===== config.mk =====
export PLATFORM = sky130hd
export DESIGN_NAME = request_cnt
export DESIGN_NICKNAME = d
export VERILOG_FILES = /design/src/rtl/uart_cmd_pkg.sv /design/src/rtl/rise_det.sv /design/src/rtl/request_cnt.sv
export SDC_FILE = /design/constraint.sdc
export NUM_CORES = 1
export LEC_CHECK = 0
export CAP_MARGIN = 10
export CORE_ASPECT_RATIO = 1.25
export CORE_MARGIN = 5
export CORE_UTILIZATION = 55
export DETAILED_ROUTE_END_ITERATION = 10
export GPL_ROUTABILITY_DRIVEN = 0
export PLACE_DENSITY = 0.79
export REMOVE_ABC_BUFFERS = 1
export SKIP_LAST_GASP = 1
export SYNTH_ARGS = -nofsm -noshare
export SYNTH_HDL_FRONTEND = slang
export SYNTH_SLANG_ARGS = --single-unit

===== constraint.sdc =====
create_clock -name clk -period 3.78 [get_ports clk]
set_input_delay 0.567 -clock clk [delete_from_list [all_inputs] [get_ports clk]]
set_output_delay 0.567 -clock clk [all_outputs]
set_load 0.01 [all_outputs]

===== src/rtl/uart_cmd_pkg.sv =====
// Shared definitions for the UART count-reply command blocks (initiator and responder).
package uart_cmd_pkg;

  typedef enum logic [2:0] {
    ST_IDLE,
    ST_WAIT_TX,
    ST_SEND,
    ST_RECV,
    ST_DONE
  } state_t;

  localparam int DEFAULT_TIMEOUT_CYCLES = 1_000_000;
  localparam int DEFAULT_TO_W           = 20;

  // Error counters stick at all-ones rather than wrapping back to a "clean" value.
  function automatic logic [7:0] sat_inc8(input logic [7:0] v);
    return (v == 8'hFF) ? v : v + 8'd1;
  endfunction

endpackage


===== src/rtl/rise_det.sv =====
// Registered rising-edge detector; a level held high produces a single strobe.
module rise_det (
  input  logic clk,
  input  logic reset,
  input  logic din,
  output logic rise
);

  logic din_q;

  always_ff @(posedge clk or negedge reset) begin
    if (!reset) din_q <= 1'b0;
    else        din_q <= din;
  end

  assign rise = din & ~din_q;

endmodule


===== src/rtl/request_cnt.sv =====
// Count-reply initiator: sends N, then checks that the reply stream is 0,1,...,N.
module request_cnt
  import uart_cmd_pkg::*;
#(
  parameter int TIMEOUT_CYCLES = DEFAULT_TIMEOUT_CYCLES,
  parameter int TO_W           = DEFAULT_TO_W
) (
  input  logic       clk,
  input  logic       reset,
  input  logic       activate,
  input  logic [7:0] req_count,
  output logic       done,
  output logic       pass,
  output logic       timeout,
  output logic [7:0] err_count,
  output logic [8:0] rx_count,
  input  logic       tx_active,
  input  logic       tx_done,
  input  logic       rx_ready,
  input  logic [7:0] rx_data,
  output logic [7:0] tx_data,
  output logic       tx_start
);

  localparam logic [TO_W-1:0] TO_LIMIT = TO_W'(TIMEOUT_CYCLES);

  state_t          state, state_next;
  logic            rx_evt;
  logic [7:0]      expected_q;
  logic [8:0]      total_q;
  logic [TO_W-1:0] to_cnt;
  logic            timeout_q;
  logic [TO_W-1:0] to_inc;
  logic            to_hit;
  logic [8:0]      rx_inc;
  logic            last_byte;
  logic            tx_done_unused;

  assign tx_done_unused = tx_done;

  rise_det u_rx_rise (
    .clk   (clk),
    .reset (reset),
    .din   (rx_ready),
    .rise  (rx_evt)
  );

  assign to_inc    = to_cnt + TO_W'(1);
  assign to_hit    = (to_inc == TO_LIMIT);
  assign rx_inc    = rx_count + 9'd1;
  assign last_byte = (rx_inc == total_q);

  always_ff @(posedge clk or negedge reset) begin
    if (!reset) state <= ST_IDLE;
    else        state <= state_next;
  end

  // Dropping activate always wins; an rx strobe beats a coincident timeout in RECV.
  always_comb begin
    state_next = state;
    case (state)
      ST_IDLE:    if (activate) state_next = ST_WAIT_TX;
      ST_WAIT_TX: begin
        if (!activate)       state_next = ST_IDLE;
        else if (!tx_active) state_next = ST_SEND;
        else if (to_hit)     state_next = ST_DONE;
      end
      ST_SEND:    state_next = activate ? ST_RECV : ST_IDLE;
      ST_RECV: begin
        if (!activate)   state_next = ST_IDLE;
        else if (rx_evt) begin
          if (last_byte) state_next = ST_DONE;
        end
        else if (to_hit) state_next = ST_DONE;
      end
      ST_DONE:    if (!activate) state_next = ST_IDLE;
      default:    state_next = ST_IDLE;
    endcase
  end

  // Any path back to IDLE wipes the status so IDLE always presents reset values.
  always_ff @(posedge clk or negedge reset) begin
    if (!reset) begin
      tx_data    <= '0;
      err_count  <= '0;
      rx_count   <= '0;
      expected_q <= '0;
      total_q    <= '0;
      to_cnt     <= '0;
      timeout_q  <= 1'b0;
    end else if (state_next == ST_IDLE) begin
      tx_data    <= '0;
      err_count  <= '0;
      rx_count   <= '0;
      expected_q <= '0;
      total_q    <= '0;
      to_cnt     <= '0;
      timeout_q  <= 1'b0;
    end else begin
      case (state)
        ST_IDLE: begin
          tx_data    <= req_count;
          expected_q <= '0;
          total_q    <= {1'b0, req_count} + 9'd1;
          to_cnt     <= '0;
          timeout_q  <= 1'b0;
        end
        ST_WAIT_TX: begin
          if (tx_active) begin
            if (to_hit) timeout_q <= 1'b1;
            else        to_cnt    <= to_inc;
          end
        end
        ST_SEND: to_cnt <= '0;
        ST_RECV: begin
          if (rx_evt) begin
            if (rx_data != expected_q) err_count <= sat_inc8(err_count);
            rx_count   <= rx_inc;
            expected_q <= expected_q + 8'd1;
            to_cnt     <= '0;
          end else if (to_hit) begin
            timeout_q <= 1'b1;
          end else begin
            to_cnt <= to_inc;
          end
        end
        default: ;
      endcase
    end
  end

  always_comb begin
    done     = (state == ST_DONE);
    pass     = done && (err_count == 8'd0) && !timeout_q && (rx_count == total_q);
    timeout  = timeout_q;
    tx_start = (state == ST_SEND);
  end

endmodule

======== Word level (Yosys, flattened, before mapping) ========
Cells that the tools add are included.
operators by class
  reductions and logical operators ........ 20
  eq/ne operators ......................... 13
  bitwise logic cells ..................... 2
  mux-type cells .......................... 35
  add/subtract/negate cells ............... 5
operator list
  operator               number
  $mux 20                4
  $mux 8                 9
  $pmux 20 s3            1
  $mux 9                 5
  $mux 3                 8
  $add 20x1->20 const B  1
  $eq 20x20->1 const B   1
  $eq 9x9->1             2
  $add 8x1->8 const B    2
  $pmux 8 s2             1
  $pmux 3 s5             1
  $add 8x1->9 const B    1
  $add 9x1->9 const B    1
  $ne 3x3->1 const B     3
  $eq 8x8->1 const B     1
  $logic_not 8->1        1
  $ne 8x8->1             1
  $reduce_bool 2->1      4
  $reduce_bool 4->1      2
  $eq 3x2->1 const B     2
  $logic_not 3->1        2
  $reduce_and 2->1       3
  $mux 1                 4
  $reduce_and 4->1       1
  12 further kinds       14
storage, ports and cells
  output and inout bits ................... 29
  word-level logic and storage cells ...... 84
  register bits ........................... 67

======== Depth between registers and ports, before layout ========
Gate-level depths: netlist of run 1.
  depth in word-level cells ............... 9
  mapped depth ............................ 10
  gate-level depth less buffers ........... 8

======== Modules after synthesis ========
Synthesis of run 1 repeated with hierarchy kept, for this count alone.
unflattened totals
  cell total of the unflattened synthesis .. 461
  area, all modules ....................... 4056.4 um^2
modules (own cells, without submodules)
  module       sequential area each (um^2)  area an instance (um^2)  times used  cells an instance
  request_cnt  1651.6                       4017.6                   1           459
  rise_det     25.0                         38.8                     1           2

======== Worst setup path before layout of run 1 ========
Ideal clock, no wire load.
  path kind ............................... register to register
  start point ............................. reg to_cnt[0]
  end point ............................... reg to_cnt[0]
  arrival ................................. 2.506 ns
  cell stages (with the launch flop) ...... 11
  data required time ...................... 3.643 ns
  setup time .............................. 0.137 ns
  slack ................................... 1.137 ns
  cell sequence ........................... dfrtp_1 ha_1 and3_2 nand2_4 o31a_1 a2111o_1 o41ai_4 buf_6 buf_12 xor2_1 nor2_1
between the ends
  word-level cells in the longest chain between the ends .. 9
ends and longest elaborated chain
  item                                                              line                                  text
  from (decl)                                                       request_cnt.sv:31                     logic [TO_W-1:0] to_cnt;
  from (signal assigned)                                            request_cnt.sv:111                    else to_cnt <= to_inc;
  from (signal assigned)                                            request_cnt.sv:124                    to_cnt <= to_inc;
  $add 20x1->20                                                     request_cnt.sv:48                     assign to_inc = to_cnt + TO_W'(1);
  $eq 20x20->1                                                      request_cnt.sv:49                     assign to_hit = (to_inc == TO_LIMIT);
  $mux 3                                                            request_cnt.sv:66, request_cnt.sv:74
  $mux 3, on equally long branches                                  request_cnt.sv:71, request_cnt.sv:65
  $mux 3, on equally long branches                                  request_cnt.sv:70, request_cnt.sv:64
  $pmux 3 s5                                                        request_cnt.sv:61                     case (state)
  $logic_not 3->1                                                   request_cnt.sv:91                     end else if (state_next == ST_IDLE) begin
  $ne 3x3->1 (no source line) or $reduce_bool 4->1 (tied branches)  --
  $reduce_and 2->1 (no source line)                                 --
Parallel ways exist; a longest one is shown, timed or not. The select of a mux whose other input is x is not followed.
A chain may end at the register's enable or synchronous reset.

======== Worst setup path after layout of run 1 ========
  start point ............................. reg state[0]
  end point ............................... out pass
between the ends
  word-level cells in the longest chain between the ends .. 4
ends and longest elaborated chain
  item                             line                text
  from (decl)                      request_cnt.sv:27   state_t state, state_next;
  from (signal assigned)           request_cnt.sv:55   else state <= state_next;
  $eq 3x3->1                       request_cnt.sv:133  done = (state == ST_DONE);
  $logic_and 1x1->1 (3 in series)  request_cnt.sv:134  pass = done && (err_count == 8'd0) && !timeout_q && (rx_count == total_q);
  to (decl)                        request_cnt.sv:13   output logic pass,
Every way passes these cells.

==> results.py, run 1 <==
metrics = {
    "status": {
        "status": "finished clean",
    },
    "hold_path": {
        "min_path_type": "primary input to async pin",
    },
    "timing": {
        "setup_viol": 0,
        "fmax_mhz": 335,
        "min_period_over_period_pct": 79.0,
        "worstMarginPinSlew_ns": 0.795,
        "hold_ws_ns": 0.307,
        "rsz0062_at_grt": "false",
        "setup_slack_ns": 0.795,
        "setup_tns_ns": 0,
        "slew-limit-headroom_pct": 47.0,
        "layout_min_cycle_time_ns": 2.98,
        "fin_worst_skew_ns": 0.00864,
        "finalMaxSlewViolations": 0,
        "finalHoldViolations": 0,
    },
    "routing": {
        "antenna_left": 0,
        "drt_iter0_drc": 122,
        "vias_per_cell": 5.78,
        "wire_per_inst_um": 15.5,
        "drcViolationCount": 0,
        "num_vias": 3402,
        "dr.pass1.iters": 4,
        "drt-total-wl_mm": 9.12,
    },
    "layout": {
        "n_antenna_cell": 0,
        "nNetsFinal": 522,
        "syn_to_final_growth_pct": 18.7,
        "final_cells": 589,
        "fillers": 563,
        "drive_gt1_share_pct": 7.01,
    },
    "logic_synthesis": {
        "yosysWarningCount": 0,
        "syn_inst": 445,
        "yosys.area.top_type": "dfrtp_1",
        "synth.ff_latch_count": 67,
        "yosysUniqueCellTypes": 50,
        "synthTopCellsByArea": "dfrtp_1 (42%), xor2_1 (7.7%), xnor2_1 (5.3%)",
        "yosys.area.top_type_share_pct": 42.3,
        "ys_seq_area_share_pct": 42.3,
        "async_flop_share_pct": 100,
        "synth_edf_count": 0,
        "netlist_area_sq_um": 3960,
        "postSynthAreaPerCell_sq_um": 8.91,
        "yosys_most_used_dff": "dfrtp_1",
    },
    "setup_path": {
        "crit_buf_inv": 1,
        "cp_slowest_cell": "clkdlybuf4s50_1",
        "endpoint_kind": "primary output",
        "critPathKind": "flop to primary output",
        "start_kind": "flop",
        "cp_max_fo": 12,
        "ff2ff_path_depth": 9,
        "regToRegEndpoint": "to_cnt[0]",
        "cp.required_ns": 3.21,
        "r2r_start": "to_cnt[0]",
        "path_delay_family": "simple AND/OR/NAND/NOR gates",
        "r2r_setup_slack_ns": 0.95,
        "slowest_delay_ns": 0.59,
        "cp.arrival_ns": 2.42,
        "path_cells": "nand2b_1, nor2_1, nand4_1, nor3b_1, clkdlybuf4s50_1",
    },
    "global_route": {
        "grt_antenna_before_repair": 0,
        "grt_pass1_vias": 3454,
        "grt_util_all_layers_pct": 21.4,
        "gr-total-overflow": 0,
        "grt_max_degree": 36,
        "grt_pass1_wl_mm": 15.7,
    },
    "die": {
        "rows": 34,
        "start_util_pct": 56.8,
        "die-width_um": 85.9,
        "die_h_um": 105,
        "core-area_sq_um": 6980,
        "fp.dieArea_sq_um": 9020,
        "pin_count": 51,
    },
    "clocking": {
        "cts_buffer_depth": 2,
        "cts_setup_buffers": 0,
        "path_clk_slew_ns": 0.07,
        "cts_resized": 0,
        "cts.hold.buffers_added": 0,
        "cts_buffers": 9,
        "clkLatencyLatePin_ns": 0.34,
        "tritoncts": "built",
        "clock_sinks": 67,
        "h-tree-depth": 3,
        "root_buffer": "clkbuf_8",
    },
    "power_and_ir_drop": {
        "leakage_nw": 1.91,
        "power_density_nw_per_um2": 313,
        "peakVddDrop_mv": 0.261,
        "power.total_mw": 1.47,
    },
    "run": {
        "maxCapViolations": 0,
    },
    "placement": {
        "dp_slack_ns": 0.966,
        "hpwl_mm": 6.61,
        "dp.cells": 573,
        "io_buffer_count": 49,
    },
}
cell usage in the layout, fill, tap and decap left out, types with 3 or more instances in the layout:
master	instances
nand2_1	50
or3_1	12
buf_4	9
a211oi_1	8
nor4_1	5
a31oi_1	3
inv_1	6
and2_1	3
and4_1	4
o21ai_0	9
xor2_1	35
a21oi_2	4
nand2b_1	3
a21oi_1	34
nor3b_1	5
nand4b_1	3
or4_1	4
clkdlybuf4s50_1	48
xnor2_1	24
nor2_1	55
o21ai_1	7
nor3_1	5
clkbuf_8	11
and3_1	8
nand4_1	17
o31ai_1	5
ha_1	6
dfrtp_1	67
nand3_1	20
metal layers:
layer,up-vias,global-route usage (%),routed length (um)
li1,1685,-,-
met1,1634,25.2,3750
met2,69,36.7,4760
met3,14,6.06,483
met4,0,8.03,126
met5,-,0,0
synth_stat cells (2+ instances only):
master and number:
dfrtp_1 67, nor2_1 55, nand2_1 50, xor2_1 35, a21oi_1 34, xnor2_1 24
nand3_1 20, nand4_1 17, clkbuf_1 13, or3_1 12, o21ai_0 9, a211oi_1 8
and3_1 8, o21ai_1 7, ha_1 6, inv_1 6, nor3_1 6, nor3b_1 5
nor4_1 5, o31ai_1 5, a21oi_2 4, and4_1 4, or4_1 4, a31oi_1 3
and2_1 3, buf_2 3, nand2b_1 3, nand4b_1 3, buf_6 2, nor2b_1 2
nor4b_1 2, o21ai_2 2
cell type report:
type / count / area [sq um] / share of cell area [%]
Tap cell: 90 / 113 / 2.39
Timing Repair Buffer: 58 / 553 / 11.8
Inverter: 6 / 22.5 / 0.479
Sequential cell: 67 / 1680 / 35.6
Clock inverter: 4 / 25.0 / 0.532
Clock buffer: 12 / 155 / 3.30
Multi-Input combinational cell: 352 / 2160 / 45.9
through the flow:
stage | cell area [sq um] | util, %
2_1_floorplan | 3850 | -
3_5_place_dp | 4520 | 64.8
6_report | 4700 | 67.4
5_1_grt | 4700 | 67.4
4_1_cts | 4700 | 67.4
3_3_place_gp | 4520 | 64.8
kinds of logic after synthesis:
| group | after synthesis | synth area share [%] |
|---|---|---|
| and+or+nand+nor | 204 | 25.9 |
| adders and majority gates | 6 | 1.89 |
| xor gates and xnor gates | 59 | 13.0 |
| DFF | 67 | 42.3 |
| AOI/OAI and AO/OA | 83 | 13.5 |
| buffers and inverters | 26 | 3.35 |
flip-flops by register name, indices dropped and copies added, names as in the netlist:
name and flops:
state 3, to_cnt 20, timeout 1, expected_q 8
err_count 8, rx_count 9, u_rx_rise.din_q 1, tx_data 8
total_q 9
how the worst max path moves through the flow:
stage	from	to	slack (ns)	depth (start not counted)
5_1_grt	state[0]	pass	0.66	5
3_3_place_gp	to_cnt[0]	to_cnt[0]	1.04	9
6_report	state[0]	pass	0.80	5
3_5_place_dp	to_cnt[0]	to_cnt[0]	0.97	9
4_1_cts	state[0]	pass	0.75	5
2_1_floorplan	to_cnt[0]	to_cnt[5]	0.90	8
report_power, final:
group	internal [mW]	total, mW	switching (mW)
clock network	0.272	0.544	0.272
registers	0.736	0.755	0.0196
logic	0.0762	0.175	0.0987
total	1.08	1.47	0.391
Note: power is estimated with default switching activity, not from simulation.
==> inputs of run 2 (changes only) <==
==> constraint.sdc (replaced) <==
create_clock -name clk -period 2.9 [get_ports clk]
set_input_delay 0.435 -clock clk [delete_from_list [all_inputs] [get_ports clk]]
set_output_delay 0.435 -clock clk [all_outputs]
set_load 0.01 [all_outputs]
==> results.py, run 2 (synthesis results as in run 1) <==
metrics = {
    "timing": {
        "rsz0062_at_grt": "false",
        "layout_min_cycle_time_ns": 2.74,
        "fmax_mhz": 365,
        "worstMarginPinSlew_ns": 0.860,
        "finalMaxSlewViolations": 0,
        "fin_worst_skew_ns": 0.00700,
        "setup_viol": 0,
        "finalHoldViolations": 0,
        "slew-limit-headroom_pct": 42.7,
        "setup_tns_ns": 0,
        "min_period_over_period_pct": 94.4,
    },
    "layout": {
        "mostFrequentLayoutCell": "dfrtp_1",
        "final_cell_mix": "dfrtp_1 (67), nor2_1 (55), nand2_1 (50), clkdlybuf4s50_1 (48), xor2_1 (35)",
        "n_antenna_cell": 0,
        "multi_input_area_sq_um": 2170,
        "syn_to_final_growth_pct": 20.4,
        "drive_gt1_share_pct": 7.36,
        "largest-register": "to_cnt",
        "nNetsFinal": 526,
        "largest_register_ffs": 20,
        "fillers": 570,
        "seqCellArea_sq_um": 1680,
        "largestRegisters": "to_cnt: 20 flops, rx_count: 9 flops, total_q: 9 flops",
    },
    "power_and_ir_drop": {
        "clockPowerShare_pct": 38.5,
        "pwr-share-comb_pct": 11.9,
        "power_density_nw_per_um2": 416,
        "sequentialPowerShare_pct": 49.6,
        "power.net_switching_uw": 499,
        "internal_power_mw": 1.49,
        "peakVddDrop_mv": 0.258,
        "leakage_nw": 1.95,
        "swShare_pct": 25.2,
        "power.total_mw": 1.98,
    },
    "global_route": {
        "grt_pass1_vias": 3524,
        "grt_util_all_layers_pct": 22.0,
        "gr-total-overflow": 0,
        "grt_max_degree": 37,
        "grt_antenna_before_repair": 0,
        "grt_pass1_wl_mm": 16.1,
    },
    "clocking": {
        "clock_sinks": 67,
        "cts_buffers": 9,
        "cts_buffer_depth": 2,
        "cts_setup_buffers": 0,
        "clkLatencyLatePin_ns": 0.35,
        "root_buffer": "clkbuf_8",
        "h-tree-depth": 3,
        "tritoncts": "built",
        "path_clk_slew_ns": 0.07,
    },
    "routing": {
        "num_vias": 3483,
        "drt_iter0_drc": 144,
        "drcViolationCount": 0,
        "dr.pass1.iters": 4,
        "antenna_left": 0,
        "wire_per_inst_um": 15.6,
        "vias_per_cell": 5.87,
        "drt-total-wl_mm": 9.23,
    },
    "hold_path": {
        "min_path_type": "primary input to async pin",
    },
    "setup_path": {
        "start_kind": "flop",
        "cp_max_fo": 25,
        "cp_slowest_cell": "a2111o_1",
        "endpoint_kind": "flop",
        "worst_path_most_repeated_cell": "nor2_1",
        "cp.arrival_ns": 2.97,
        "cp.required_ns": 3.13,
        "slowest_delay_ns": 0.49,
        "critPathKind": "flop to flop",
        "path_cells": "ha_1, nand3_1, nor2_1, o2111ai_1, a2111o_1, o41ai_4, buf_12, xor2_1, nor2_1",
    },
    "placement": {
        "io_buffer_count": 49,
        "hpwl_mm": 6.63,
    },
    "die": {
        "core-area_sq_um": 6980,
        "pin_count": 51,
        "start_util_pct": 56.8,
        "rows": 34,
        "fp.dieArea_sq_um": 9020,
        "die_h_um": 105,
        "die-width_um": 85.9,
    },
    "status": {
        "status": "finished clean",
    },
    "run": {
        "maxCapViolations": 0,
    },
}
-- run 2: changes by cell type in the layout (fill, tap and decap cells not counted) --
cell	previous run	this run
buf_12	0	2
buf_4	9	11
bufinv_16	0	1
clkbuf_1	1	4
clkbuf_8	11	10
clkinv_2	2	1
clkinvlp_4	2	0
nor4b_1	2	1
nor4b_2	0	1
-- run 2: worst paths after layout --
check,to,slack (ns),cells past startpoint,from
setup / recovery,to_cnt[0],0.16,9,to_cnt[1]
hold / removal,to_cnt[5],0.20,1,reset
setup reg to reg,to_cnt[0],0.16,9,to_cnt[1]
hold reg to reg,tx_data[7],0.53,2,tx_data[7]
max in group asynchronous,err_count[5],2.04,2,reset
min in group clk,tx_data[7],0.53,2,tx_data[7]
-- run 2: worst max-delay path, delay by kind of cell, from the launching register on --
| kind | cells | cell delay (ns) |
|---|---|---|
| simple gates | 3 | 0.50 |
| xor+xnor | 1 | 0.16 |
| compound gates | 3 | 1.06 |
| buf+inv | 1 | 0.21 |
| flops | 1 | 0.45 |
| fa+ha+maj | 1 | 0.24 |
-- run 2: metal layers --
layer | vias to the layer above | GRT usage [%] | share of wire [%]
met2 | 102 | 37.3 | 51
met5 | - | 0 | 0
li1 | 1686 | - | -
met1 | 1679 | 25.9 | 42
met4 | 0 | 9.28 | 2.0
met3 | 16 | 5.83 | 5.2
-- run 2: metrics by stage --
stage	hold WS, ns	cells	setup WS [ns]	cell area, sq um	utilization [%]
6_report	0.197	593	0.161	4770	68.4
5_1_grt	0.269	593	0.0201	4770	68.4
3_3_place_gp	0.510	577	0.277	4580	65.6
4_1_cts	0.211	593	0.0828	4770	68.3
2_1_floorplan	0.139	425	0.0203	3850	-
3_5_place_dp	0.519	577	0.196	4580	65.6
-- run 2: layout make-up --
cell class                 instances  area share (%)
sequential                        67            35.1
timing repair buffer              62            12.7
multi-input combinational        352            45.4
clock buffer                      14            3.20
inverter                           6           0.472
tap                               90            2.36
clock inverter                     2           0.734
-- run 2: power groups by stage --
| stage | logic [mW] | registers [mW] | clock network [mW] |
|---|---|---|---|
| 6_report | 0.236 | 0.984 | 0.765 |
| 5_1_grt | 0.262 | 0.988 | 0.820 |
| 4_1_cts | 0.238 | 0.984 | 0.779 |
| 3_5_place_dp | 0.236 | 1.00 | 0 |
| 3_3_place_gp | 0.230 | 0.999 | 0 |
| 2_1_floorplan | 0.114 | 1.00 | 0 |
-- run 2: timing repair --
action,in CTS,in global routing
resized for setup,0,1
endpoints found under the setup margin,0,1
hold endpoints to repair,0,0
hold buffers,0,0
